<file path="config.mk">
export PLATFORM = sky130hd
export DESIGN_NAME = logical_ops_pipe
export DESIGN_NICKNAME = d
export VERILOG_FILES = /design/src/rtl/logical_ops_pipe.sv
export SDC_FILE = /design/constraint.sdc
export NUM_CORES = 1
export LEC_CHECK = 0
export ABC_AREA = 1
export ABC_CLOCK_PERIOD_IN_PS = 3620
export BUFFER_PORTS_ARGS = -buffer_cell sky130_fd_sc_hd__buf_2
export CAP_MARGIN = 20
export CELL_PAD_IN_SITES_DETAIL_PLACEMENT = 1
export CELL_PAD_IN_SITES_GLOBAL_PLACEMENT = 1
export CORE_UTILIZATION = 42
export DETAILED_ROUTE_END_ITERATION = 12
export PLACE_DENSITY = 0.88
export SETUP_SLACK_MARGIN = 0.05
export SLEW_MARGIN = 30
export SYNTH_ARGS = -nofsm -noshare
export SYNTH_HDL_FRONTEND = slang
export SYNTH_SLANG_ARGS = --single-unit
export TNS_END_PERCENT = 50
</file>
<file path="constraint.sdc">
create_clock -name clk -period 3.62 [get_ports clk]
set_clock_uncertainty 0.2 [all_clocks]
set_input_delay 0.724 -clock clk [delete_from_list [all_inputs] [get_ports clk]]
set_output_delay 0.724 -clock clk [all_outputs]
set_load 0.005 [all_outputs]
</file>
<file path="src/rtl/logical_ops_pipe.sv">
// logical_ops_pipe: two-stage valid/ready 8-function logical unit with accumulator operand and result flags
//   clk, reset            clock, asynchronous active-high reset
//   in_valid/in_ready     operand beat handshake (A, B, Operation, in_acc)
//   out_valid/out_ready   result beat handshake (out, flag_zero, flag_parity, flag_ovf)
//   in_acc                replaces B with the most recent result loaded into stage 2
module logical_ops_pipe #(
    parameter int WIDTH = 16
) (
    input  logic             clk,
    input  logic             reset,
    input  logic             in_valid,
    output logic             in_ready,
    input  logic [WIDTH-1:0] A,
    input  logic [WIDTH-1:0] B,
    input  logic [2:0]       Operation,
    input  logic             in_acc,
    output logic             out_valid,
    input  logic             out_ready,
    output logic [WIDTH-1:0] out,
    output logic             flag_zero,
    output logic             flag_parity,
    output logic             flag_ovf
);
    localparam logic [WIDTH-1:0] MIN_NEG = {1'b1, {(WIDTH-1){1'b0}}};
    logic             s1_valid, s1_acc, s2_valid, s1_load, s2_load;
    logic [WIDTH-1:0] s1_a, s1_b, acc, opb, res;
    logic [2:0]       s1_op;
    // out_ready reaches in_ready combinationally so a draining S2 lets S1 refill in the same cycle
    assign s2_load   = s1_valid & (~s2_valid | out_ready);
    assign in_ready  = ~s1_valid | s2_load;
    assign s1_load   = in_valid & in_ready;
    assign out_valid = s2_valid;
    assign opb       = s1_acc ? acc : s1_b;
    always_comb begin
        res = '0;
        case (s1_op)
            3'd0:    res = s1_a & opb;
            3'd1:    res = s1_a | opb;
            3'd2:    res = ~s1_a;
            3'd3:    res = s1_a ^ opb;
            3'd4:    res = ~(s1_a & opb);
            3'd5:    res = ~(s1_a | opb);
            3'd6:    res = ~(s1_a ^ opb);
            default: res = ~s1_a + 1'b1;
        endcase
    end
    always_ff @(posedge clk or posedge reset) begin
        if (reset) begin
            s1_valid <= 1'b0;
            s1_a     <= '0;
            s1_b     <= '0;
            s1_op    <= '0;
            s1_acc   <= 1'b0;
        end else begin
            s1_valid <= s1_load | (s1_valid & ~s2_load);
            if (s1_load) begin
                s1_a   <= A;
                s1_b   <= B;
                s1_op  <= Operation;
                s1_acc <= in_acc;
            end
        end
    end
    always_ff @(posedge clk or posedge reset) begin
        if (reset) begin
            s2_valid    <= 1'b0;
            out         <= '0;
            acc         <= '0;
            flag_zero   <= 1'b1;
            flag_parity <= 1'b0;
            flag_ovf    <= 1'b0;
        end else begin
            s2_valid <= s2_load | (s2_valid & ~out_ready);
            if (s2_load) begin
                out         <= res;
                acc         <= res;
                flag_zero   <= res == '0;
                flag_parity <= ^res;
                flag_ovf    <= (s1_op == 3'd7) && (s1_a == MIN_NEG);
            end
        end
    end
endmodule
</file>
Yosys cells after proc, flatten, opt, wreduce, memory -nomap -nowiden
Index checks and enable logic that the tools add are counted.
{"block": "word_totals", "reg_bits": 57, "input_bits": 40, "out_inout_bits": 21, "word_cells": 44}
{"block": "op_classes", "addsub": 1, "n_eq_ne": 8, "mux": 2, "bitwise_logic": 19, "reduce_logical": 4}
{"cell": "16-bit one-hot mux with 7 select lines", "count": 1}
{"cell": "16-bit inverter", "count": 4}
{"cell": "16-bit by 1-bit adder with 16-bit output (second input constant)", "count": 1}
{"cell": "16-bit AND", "count": 1}
{"cell": "16-bit == test (second input constant)", "count": 1}
{"cell": "16-bit logical NOT", "count": 1}
{"cell": "16-bit two-way mux", "count": 1}
{"cell": "16-bit OR", "count": 1}
{"cell": "16-bit parity", "count": 1}
{"cell": "16-bit bitwise XOR", "count": 1}
{"cell": "3-bit == test (second input constant)", "count": 4}
{"cell": "3-bit by 2-bit == test with 1-bit output (second input constant)", "count": 2}
{"cell": "1-bit AND", "count": 4}
{"cell": "1-bit inverter", "count": 4}
{"cell": "1-bit OR", "count": 4}
{"cell": "3-bit by 1-bit == test with 1-bit output (second input constant)", "count": 1}
{"cell": "3-bit logical NOT", "count": 1}
{"cell": "1-bit logical AND", "count": 1}

Logic depth before layout (Yosys ltp)
Gate-level depths: netlist of run 1.
{"block": "logic_depth", "depth_word": 6, "ltp_mapped": 18, "ltp_nobuf": 18}

Least setup slack after synthesis of run 1
OpenSTA, ideal clock, no wires.
{"block": "synth_timing", "path_kind": "register to register", "startpoint": "register s1_acc", "endpoint": "register flag_parity", "setup_time_ns": 0.118, "arrival_ns": 2.284, "required_ns": 3.302, "path_slack_ns": 1.017, "stages_incl_launch_ff": 18, "path_buffers": 1, "synth_period_minus_slack_ns": 2.603, "path_cell_list": "dfrtp_1 -> clkbuf_1 -> nand2_1 -> o21ai_0 -> inv_1 -> ha_1 -> inv_1 -> nand3_1 -> o21ai_0 -> nor2_1 -> nand3_1 -> inv_1 -> ha_1 -> xnor2_1 -> xor2_1 -> nand2_1 -> nand3_1 -> nand2_1"}
{"block": "synth_between", "elab_chain_cells": 5, "word_cells_on_any_way": 9, "cone_classes": "2 x mux; 6 x bitwise; 1 x reduce/logical"}
{"item": "start, declared", "line": "25", "source": "logic s1_valid, s1_acc, s2_valid, s1_load, s2_load;"}
{"item": "start signal, assigned", "line": "60", "source": "s1_acc <= in_acc;"}
{"item": "16-bit two-way mux *", "line": "33", "source": "assign opb = s1_acc ? acc : s1_b;"}
{"item": "16-bit bitwise XOR, or another cell as far along", "line": "40, 43"}
{"item": "16-bit inverter (on tied branches)", "line": "43, 41, 42"}
{"item": "16-bit one-hot mux with 7 select lines *", "line": "36", "source": "case (s1_op)"}
{"item": "16-bit parity *", "line": "78", "source": "flag_parity <= ^res;"}
{"item": "end signal, assigned", "line": "78"}
{"item": "end, declared", "line": "21", "source": "output logic flag_parity,"}
Every way passes the cells marked *; elsewhere a longest branch is shown, timed or not.
A chain may end at the register's enable or synchronous reset.

Worst setup path in the final report of run 1
Ends and elaborated chain as after synthesis.

==> results of run 1 <==
==> path summary, 6_finish.rpt <==
path	start	depth (start not counted)	to	slack [ns]
min in group clk	flag_ovf	2	flag_ovf	0.29
hold reg to reg	flag_ovf	2	flag_ovf	0.29
hold / removal	reset	2	acc[4]	0.07
max in group asynchronous	reset	3	flag_zero	2.45
setup / recovery	s1_acc	15	flag_parity	0.27
setup reg to reg	s1_acc	15	flag_parity	0.27
==> logic make-up (layout without fill, tap and decap cells) <==
| family | count (synthesis) | in the layout | synth area share (%) |
|---|---|---|---|
| and+or+nand+nor | 356 | 356 | 32.25 |
| buffers and inverters | 128 | 203 | 11.23 |
| AOI/OAI and AO/OA | 61 | 61 | 6.981 |
| DFF | 57 | 57 | 31.86 |
| adders and majority gates | 41 | 41 | 11.45 |
| muxes | 17 | 17 | 4.272 |
| xor gates and xnor gates | 10 | 10 | 1.955 |
==> per-stage QoR <==
| stage | utilization (%) | worst slack [ns] | power (mW) |
|---|---|---|---|
| after detailed placement | 48.47 | 0.3706 | 2.365 |
| after global placement | 48.47 | 0.5095 | 2.266 |
| after CTS | 50.83 | 0.2977 | 3.164 |
| final | 50.83 | 0.2727 | 3.161 |
| after global routing | 50.83 | 0.1365 | 3.385 |
| after floorplan | - | 1.017 | 1.858 |
==> routing by layer <==
layer	vias to the layer above	routed length (um)
met2	159	7699
met5	-	0
met4	0	1001
met3	73	766
met1	2248	5897
li1	2213	-
==> flip-flops by register name, summed over array words and instances, names as in the netlist <==
name	count
flag_zero	1
s1_valid	1
flag_parity	1
s1_a	16
s1_op	3
flag_ovf	1
out_valid	1
s1_acc	1
s1_b	16
acc	16
==> cell type report <==
cell class | count | area, um2
fillers | 1414 | 5076
inverters | 110 | 412.9
multi-input cells | 485 | 2552
well taps | 136 | 170.2
clock inverters | 5 | 102.6
flip-flops and latches | 57 | 1428
clock buffers | 11 | 141.4
repair buffers | 77 | 440.4
==> cells in the final DEF (no fill, tap or decap), drive strengths merged, types with 2 or more instances in the layout <==
cell and n:
buf 77, clkbuf 11, o21ai 38, nand3 35, clkinv 2, a21oi 19, nor2 100, mux2 17
ha 41, xnor2 5, dfrtp 56, xor2 5, nand2 202, nand4 12, nor3 6, o31ai 2
o22ai 2, bufinv 3, inv 109
==> synthesized netlist by cell type (all sizes together) <==
cell      n  share of area (%)
o22ai     2               0.28
dfrtp    56                 31
nand4    12                1.7
dfstp     1               0.59
nand2   202                 17
inv     109                9.1
clkbuf    6               0.50
o31ai     2               0.34
ha       41                 11
mux2     17                4.3
o21ai    38                4.2
a21oi    19                2.1
nand3    35                3.9
buf      12                1.5
clkinv    1              0.084
xor2      5               0.98
nor2    100                8.7
nor3      6               0.89
or2       1               0.14
xnor2     5               0.98
==> report_power, final <==
part | total (mW) | internal, mW | switching, mW
sequential | 0.912 | 0.771 | 0.141
combinational | 1.48 | 0.569 | 0.909
clock | 0.771 | 0.475 | 0.296
==> flow_metrics.env, run 1 <==
export IMPL_io_pins=61
export IMPL_dieHeight_um=105.3
export IMPL_startpoint_type="register"
export IMPL_route_detailed_drc=0
export IMPL_holdWs_ns=0.06939
export IMPL_crit_type="register to register"
export IMPL_start_util_pct=43.40
export IMPL_grt_usage_pct=29.40
export IMPL_use_met2_pct=51.41
export IMPL_layout_min_cycle_time_ns=3.347
export IMPL_first_global_vias=5254
export IMPL_drt_iter0_markers=165
export IMPL_crit_path_end_kind="register"
export IMPL_post_dp_cell_area_um2=5004
export IMPL_arrival_ns=3.41
export IMPL_busiest_layer="met2"
export IMPL_finalInstanceArea_um2=5248
export IMPL_grt_overflow=0
export IMPL_yosysSeqAreaShare_pct=31.86
export IMPL_ctsResizeCount=0
export IMPL_cts_tree="built"
export IMPL_antenna_found_initial=0
export IMPL_crit_slowest_cell="dfrtp_1"
export IMPL_die_area_um2=11080
export IMPL_crit_path_max_incr_delay_ns=0.50
export IMPL_min_period_over_period_pct=92.47
export IMPL_rsz0062_at_grt="no"
export IMPL_power_density_nw_per_um2=602.5
export IMPL_cts_max_level=3
export IMPL_antenna_left=0
export IMPL_p_leak_nw=2.883
export IMPL_crit_chain="buf_12 -> nand2_1 -> o21ai_0 -> ha_1 -> inv_1 -> o21ai_0 -> nor2_1 -> nand3_1 -> inv_1 -> ha_1 -> xnor2_1 -> xor2_1 -> nand2_1 -> nand3_1 -> nand2_1"
export IMPL_grt_max_degree=40
export IMPL_worst_pin_slew_ns=0.8613
export IMPL_clkTransAtPathRegs_ns=0.08
export IMPL_area_delta_synth_final_pct=17.12
export IMPL_hp_class="input port to asynchronous set/reset pin"
export IMPL_ys_ff_latch=57
export IMPL_cts_max_path_buffers=2
export IMPL_cts_made_buffers=9
export IMPL_place_congestion=0.8982
export IMPL_grt_pass1_wl_um=25340
export IMPL_wl_per_cell_um=17.44
export IMPL_coreArea_um2=10320
export IMPL_synth_cells=670
export IMPL_vdd_drop_max_mv=0.3073
export IMPL_die_w_um=105.3
export IMPL_grt_util_met3_pct=5.009
export IMPL_port_buffer_count=60
export IMPL_drive_gt1_share_pct=16.51
export IMPL_wl_um=15360
export IMPL_postCtsSetupBuffers=0
export IMPL_fin_cells=881
export IMPL_fmax_mhz=298.8
export IMPL_cts_root_buf="clkbuf_8"
export IMPL_setup_viol=0
export IMPL_postCtsHoldBufs=0
export IMPL_synth_cell_types=27
export IMPL_drv_slew=0
export IMPL_rows=37
export IMPL_layout_nets=821
export IMPL_vias=4693
export IMPL_drv_cap=0
export IMPL_status="finished, final reports clean"
export IMPL_path_delay_family="adder cells"
export IMPL_viasPerCell=5.327
export IMPL_worstPathMaxFanout=23
export IMPL_fin_tns_setup_ns=0
export IMPL_hold_viol=0
export IMPL_yosysWarnings=0
export IMPL_syn_nets=751
export IMPL_grt_use_met1_pct=32.16
export IMPL_dr_pass1_iters=4
export IMPL_clkSinkCount=57
export IMPL_slew_headroom_pct=42.37
export IMPL_synth_area_um2=4481
export IMPL_cp_common_cell="nand2_1"
export IMPL_diodes=0
export IMPL_syn_avg_cell_area_um2=6.687
export IMPL_clkLatencyLatePin_ns=0.37
export IMPL_cp_buffers_inverters=3
export IMPL_cp_data_required_time_ns=3.68
export IMPL_dp_hpwl_um=11460
export IMPL_dp_cells=865
Power figures use the tool's default switching activity.
==> run 2: changes to the inputs <==
ABC_CLOCK_PERIOD_IN_PS = 3600   (was 3620)
GPL_TIMING_DRIVEN = 1   (was unset)
SLEW_MARGIN = unset   (was 30)
clock period = 3.6 ns   (was 3.62 ns; I/O delays follow)
==> flow_metrics.env, run 2 (synthesized netlist as in run 1, its figures left out) <==
export IMPL_arrival_ns=3.41
export IMPL_switchingPower_mw=1.376
export IMPL_antenna_left=0
export IMPL_place_congestion=0.9004
export IMPL_crit_type="register to register"
export IMPL_drt_iter0_markers=246
export IMPL_cts_max_level=3
export IMPL_start_util_pct=43.40
export IMPL_met2_length_um=8002
export IMPL_pwr_share_comb_pct=47.0
export IMPL_vdd_drop_max_mv=0.2992
export IMPL_io_pins=61
export IMPL_crit_chain="buf_12 -> o21ai_0 -> ha_1 -> nand4_1 -> o21ai_0 -> inv_1 -> nand2_1 -> nor2_1 -> nand2_1 -> inv_1 -> ha_1 -> xor2_1 -> xnor2_1 -> nand2_1 -> nand3_1 -> nand2_1"
export IMPL_cts_max_path_buffers=2
export IMPL_cts_tree="built"
export IMPL_ctsResizeCount=0
export IMPL_wl_um=15400
export IMPL_viasPerCell=5.275
export IMPL_dr_pass1_iters=4
export IMPL_postCtsSetupBuffers=0
export IMPL_cp_buffers_inverters=3
export IMPL_grt_usage_pct=29.95
export IMPL_min_period_over_period_pct=92.70
export IMPL_grt_max_degree=40
export IMPL_hp_class="input port to asynchronous set/reset pin"
export IMPL_cp_common_cell="nand2_1"
export IMPL_worst_pin_slew_ns=0.8689
export IMPL_drt_met1_wl_um=5951
export IMPL_startpoint_type="register"
export IMPL_die_area_um2=11080
export IMPL_layout_common_cells="200 x nand2_1, 104 x inv_1, 97 x nor2_1"
export IMPL_p_seq_share_pct=28.7
export IMPL_grt_overflow=0
export IMPL_area_delta_synth_final_pct=17.12
export IMPL_crit_path_end_kind="register"
export IMPL_grt_pass1_wl_um=25460
export IMPL_fin_util_pct=50.83
export IMPL_first_global_vias=5218
export IMPL_fin_cells=881
export IMPL_switching_share_pct=42.97
export IMPL_slew_headroom_pct=41.87
export IMPL_wl_per_cell_um=17.48
export IMPL_cp_data_required_time_ns=3.67
export IMPL_port_buffer_count=60
export IMPL_p_leak_nw=2.883
export IMPL_intPower_mw=1.827
export IMPL_rows=37
export IMPL_drv_cap=0
export IMPL_antenna_found_initial=0
export IMPL_vias=4647
export IMPL_path_delay_family="adder cells"
export IMPL_hold_viol=0
export IMPL_dr_wl_met3_um=733
export IMPL_fin_tns_setup_ns=0
export IMPL_route_detailed_drc=0
export IMPL_drv_slew=0
export IMPL_postCtsHoldBufs=0
export IMPL_clkLatencyLatePin_ns=0.37
export IMPL_power_mw=3.203
export IMPL_fillCellCount=1412
export IMPL_power_density_nw_per_um2=610.3
export IMPL_crit_slowest_cell="dfrtp_1"
export IMPL_holdWs_ns=0.2077
export IMPL_top_regs="acc x16, s1_a x16, s1_b x16"
export IMPL_rsz0062_at_grt="no"
export IMPL_die_w_um=105.3
export IMPL_dp_hpwl_um=11730
export IMPL_setup_viol=0
export IMPL_layout_nets=821
export IMPL_crit_path_max_incr_delay_ns=0.49
export IMPL_worstPathMaxFanout=23
export IMPL_clkTransAtPathRegs_ns=0.09
export IMPL_dieHeight_um=105.3
export IMPL_fmax_mhz=299.7
export IMPL_layout_commonest_cell="nand2_1"
export IMPL_cts_made_buffers=9
export IMPL_clkSinkCount=57
export IMPL_p_clk_share_pct=24.3
export IMPL_seqCellArea_um2=1428
export IMPL_coreArea_um2=10320
export IMPL_layout_min_cycle_time_ns=3.337
export IMPL_highest_layer="met4"
export IMPL_diodes=0
export IMPL_drive_gt1_share_pct=16.51
export IMPL_cts_root_buf="clkbuf_8"
export IMPL_dp_cells=865
export IMPL_status="finished, final reports clean"
export IMPL_multiInputGateArea_um2=2552
==> run 2: cell counts in the layout (fill, tap and decap cells not counted) <==
Identical to the previous run, type by type.
==> run 2: path summary, 6_finish.rpt <==
path                       depth (start not counted)  slack, ns      from     endpoint
max                                               16       0.26    s1_acc  flag_parity
min                                                2       0.21     reset       acc[2]
max reg2reg                                       16       0.26    s1_acc  flag_parity
min reg2reg                                        2       0.29  flag_ovf     flag_ovf
max in group asynchronous                          3       2.29     reset    flag_zero
min in group clk                                   2       0.29  flag_ovf     flag_ovf
==> run 2: layout make-up <==
class | count | share of cell area [%]
flip-flops and latches | 57 | 27.21
clock buffers | 11 | 2.694
well taps | 136 | 3.243
repair buffers | 77 | 8.393
inverters | 110 | 7.868
multi-input cells | 485 | 48.64
clock inverters | 5 | 1.955
==> run 2: worst reg2reg max path: stages, from the launching register on <==
cell     delay, ns
dfrtp_1       0.49
buf_12        0.21
o21ai_0       0.49
ha_1          0.37
nand4_1       0.09
o21ai_0       0.08
inv_1         0.08
nand2_1       0.06
nor2_1        0.10
nand2_1       0.10
inv_1         0.07
ha_1          0.23
xor2_1        0.23
xnor2_1       0.19
nand2_1       0.10
nand3_1       0.10
nand2_1       0.05
==> run 2: power groups by stage <==
stage | Sequential, mW | Clock (mW) | Combinational (mW)
CTS | 0.919 | 0.790 | 1.50
detailed placement | 0.928 | 0 | 1.46
global placement | 0.917 | 0 | 1.36
floorplan | 0.886 | 0 | 0.982
finish | 0.918 | 0.779 | 1.51
global route | 0.936 | 0.810 | 1.69
==> run 2: routing by layer <==
metal | up-vias | global-route usage [%]
li1 | 2207 | -
met1 | 2239 | 32.33
met2 | 144 | 54.89
met3 | 57 | 4.947
met4 | 0 | 17.40
met5 | - | 0
==> run 2: through the flow <==
stage                     area [um2]  worst slack (ns)
after detailed placement        5004            0.3194
after global placement          5004            0.4974
after floorplan                 4481            0.9975
after global routing            5248           0.06598
after CTS                       5248            0.2924
final                           5248            0.2629
==> run 3: changes to the inputs <==
CORE_UTILIZATION = 43   (was 42)
CTS_BUF_LIST = sky130_fd_sc_hd__clkbuf_8   (was unset)
PLACE_DENSITY = 0.89   (was 0.88)
==> flow_metrics.env, run 3 (synthesized netlist as in run 1, its figures left out) <==
export IMPL_power_density_nw_per_um2=571.0
export IMPL_layout_min_cycle_time_ns=3.345
export IMPL_drv_slew=0
export IMPL_place_congestion=0.9350
export IMPL_cts_made_buffers=9
export IMPL_postCtsHoldBufs=0
export IMPL_route_detailed_drc=0
export IMPL_dp_hpwl_um=11510
export IMPL_grt_usage_pct=30.31
export IMPL_clkSinkCount=57
export IMPL_busiest_layer="met2"
export IMPL_diodes=0
export IMPL_dieHeight_um=104.1
export IMPL_first_global_vias=5127
export IMPL_cp_data_required_time_ns=3.65
export IMPL_cts_tree="built"
export IMPL_p_leak_nw=2.832
export IMPL_vdd_drop_max_mv=0.3923
export IMPL_grt_overflow=0
export IMPL_antenna_found_initial=0
export IMPL_hold_viol=0
export IMPL_worst_pin_slew_ns=0.6436
export IMPL_min_period_over_period_pct=92.92
export IMPL_rsz0062_at_grt="no"
export IMPL_antenna_left=0
export IMPL_crit_type="register to register"
export IMPL_layout_commonest_cell="nand2_1"
export IMPL_cts_root_buf="clkbuf_8"
export IMPL_hp_class="input port to asynchronous set/reset pin"
export IMPL_fin_tns_setup_ns=0
export IMPL_startpoint_type="register"
export IMPL_cts_max_path_buffers=2
export IMPL_postCtsSetupBuffers=0
export IMPL_layout_nets=815
export IMPL_worstPathMaxFanout=15
export IMPL_port_buffer_count=60
export IMPL_drv_cap=0
export IMPL_clkLatencyLatePin_ns=0.37
export IMPL_ctsResizeCount=0
export IMPL_crit_path_end_kind="register"
export IMPL_grt_use_met1_pct=34.04
export IMPL_dp_cells=856
export IMPL_r2r_start="s1_op[1]"
export IMPL_area_delta_synth_final_pct=14.55
export IMPL_drt_iter0_markers=185
export IMPL_wl_um=15070
export IMPL_use_met2_pct=54.62
export IMPL_grt_util_met3_pct=6.078
export IMPL_fin_cells=872
export IMPL_viasPerCell=5.268
export IMPL_wl_per_cell_um=17.28
export IMPL_die_area_um2=10830
export IMPL_r2r_slack_ns=0.25
export IMPL_arrival_ns=3.40
export IMPL_vias=4594
export IMPL_dr_pass1_iters=4
export IMPL_slew_headroom_pct=57.03
export IMPL_setup_viol=0
export IMPL_rows=36
export IMPL_layout_common_cells="200 x nand2_1, 107 x inv_1, 97 x nor2_1"
export IMPL_cts_max_level=3
export IMPL_top_regs="acc x16, s1_a x16, s1_b x16"
export IMPL_drive_gt1_share_pct=15.83
export IMPL_status="finished, final reports clean"
export IMPL_reg2reg_to="flag_parity"
export IMPL_grt_pass1_wl_um=25370
export IMPL_grt_max_degree=56
export IMPL_io_pins=61
export IMPL_die_w_um=104.1
export IMPL_start_util_pct=45.01
export IMPL_coreArea_um2=9955
export IMPL_clkTransAtPathRegs_ns=0.07
export IMPL_fmax_mhz=298.9
export IMPL_ff2ff_path_depth=15
==> run 3: cell count changes in the layout (fill, tap and decap cells not counted), sizes merged <==
cell / delta
bufinv: -3
buf: -6
inv: +3
==> run 3: final cells by class <==
cell class                      count  area (um2)
Clock buffer                       11       151.4
Clock inverter                      5       23.77
Fill cell                        1360        4822
Inverter                          110       412.9
Multi-Input combinational cell    485        2552
Sequential cell                    57        1430
Tap cell                          133       166.4
Timing Repair Buffer               71       395.4
==> run 3: power breakdown <==
part	internal (mW)	switching, mW	total, mW
registers	0.776	0.139	0.915
clock network	0.278	0.279	0.557
logic	0.559	0.899	1.46
total	1.61	1.32	2.93
==> run 3: metrics by stage <==
step           hold slack [ns]  utilization (%)  area [um2]  setup WS (ns)  power [mW]
2_1_floorplan           0.2560                -        4481         0.9975       1.868
3_3_place_gp            0.2650            49.77        4955         0.1968       2.265
3_5_place_dp            0.2900            49.77        4955         0.1020       2.367
4_1_cts                 0.2338            51.53        5130        0.08399       2.941
5_1_grt                 0.2855            51.56        5132         0.1151       3.165
6_report                0.2343            51.56        5132         0.2549       2.930
==> run 3: layer usage <==
metal | share of wire [%] | wire length (um) | vias up
met5 | 0 | 0 | -
li1 | - | - | 2199
met2 | 51 | 7648 | 133
met4 | 3.0 | 449 | 0
met1 | 42 | 6271 | 2223
met3 | 4.6 | 700 | 39
==> run 3: worst max-delay path by stage <==
stage                        endpoint  cells past startpoint  slack [ns]     start
after CTS                 flag_parity                     15        0.08  s1_op[1]
after global routing      flag_parity                     15        0.12  s1_op[1]
after global placement    flag_parity                     15        0.20  s1_op[1]
after floorplan           flag_parity                     17         1.0    s1_acc
final                     flag_parity                     15        0.25  s1_op[1]
after detailed placement  flag_parity                     15        0.10  s1_op[1]
==> run 3: critical path, stage by stage (launching register included) <==
cell     delay [ns]
dfrtp_2        0.61
inv_2          0.10
nor2_2         0.11
nand2_1        0.32
inv_1          0.35
nand2_1        0.10
nand2_1        0.07
nor2_1         0.05
nand3_1        0.17
inv_1          0.08
ha_1           0.30
xnor2_1        0.32
xor2_1         0.19
nand2_1        0.07
nand3_1        0.09
nand2_1        0.08
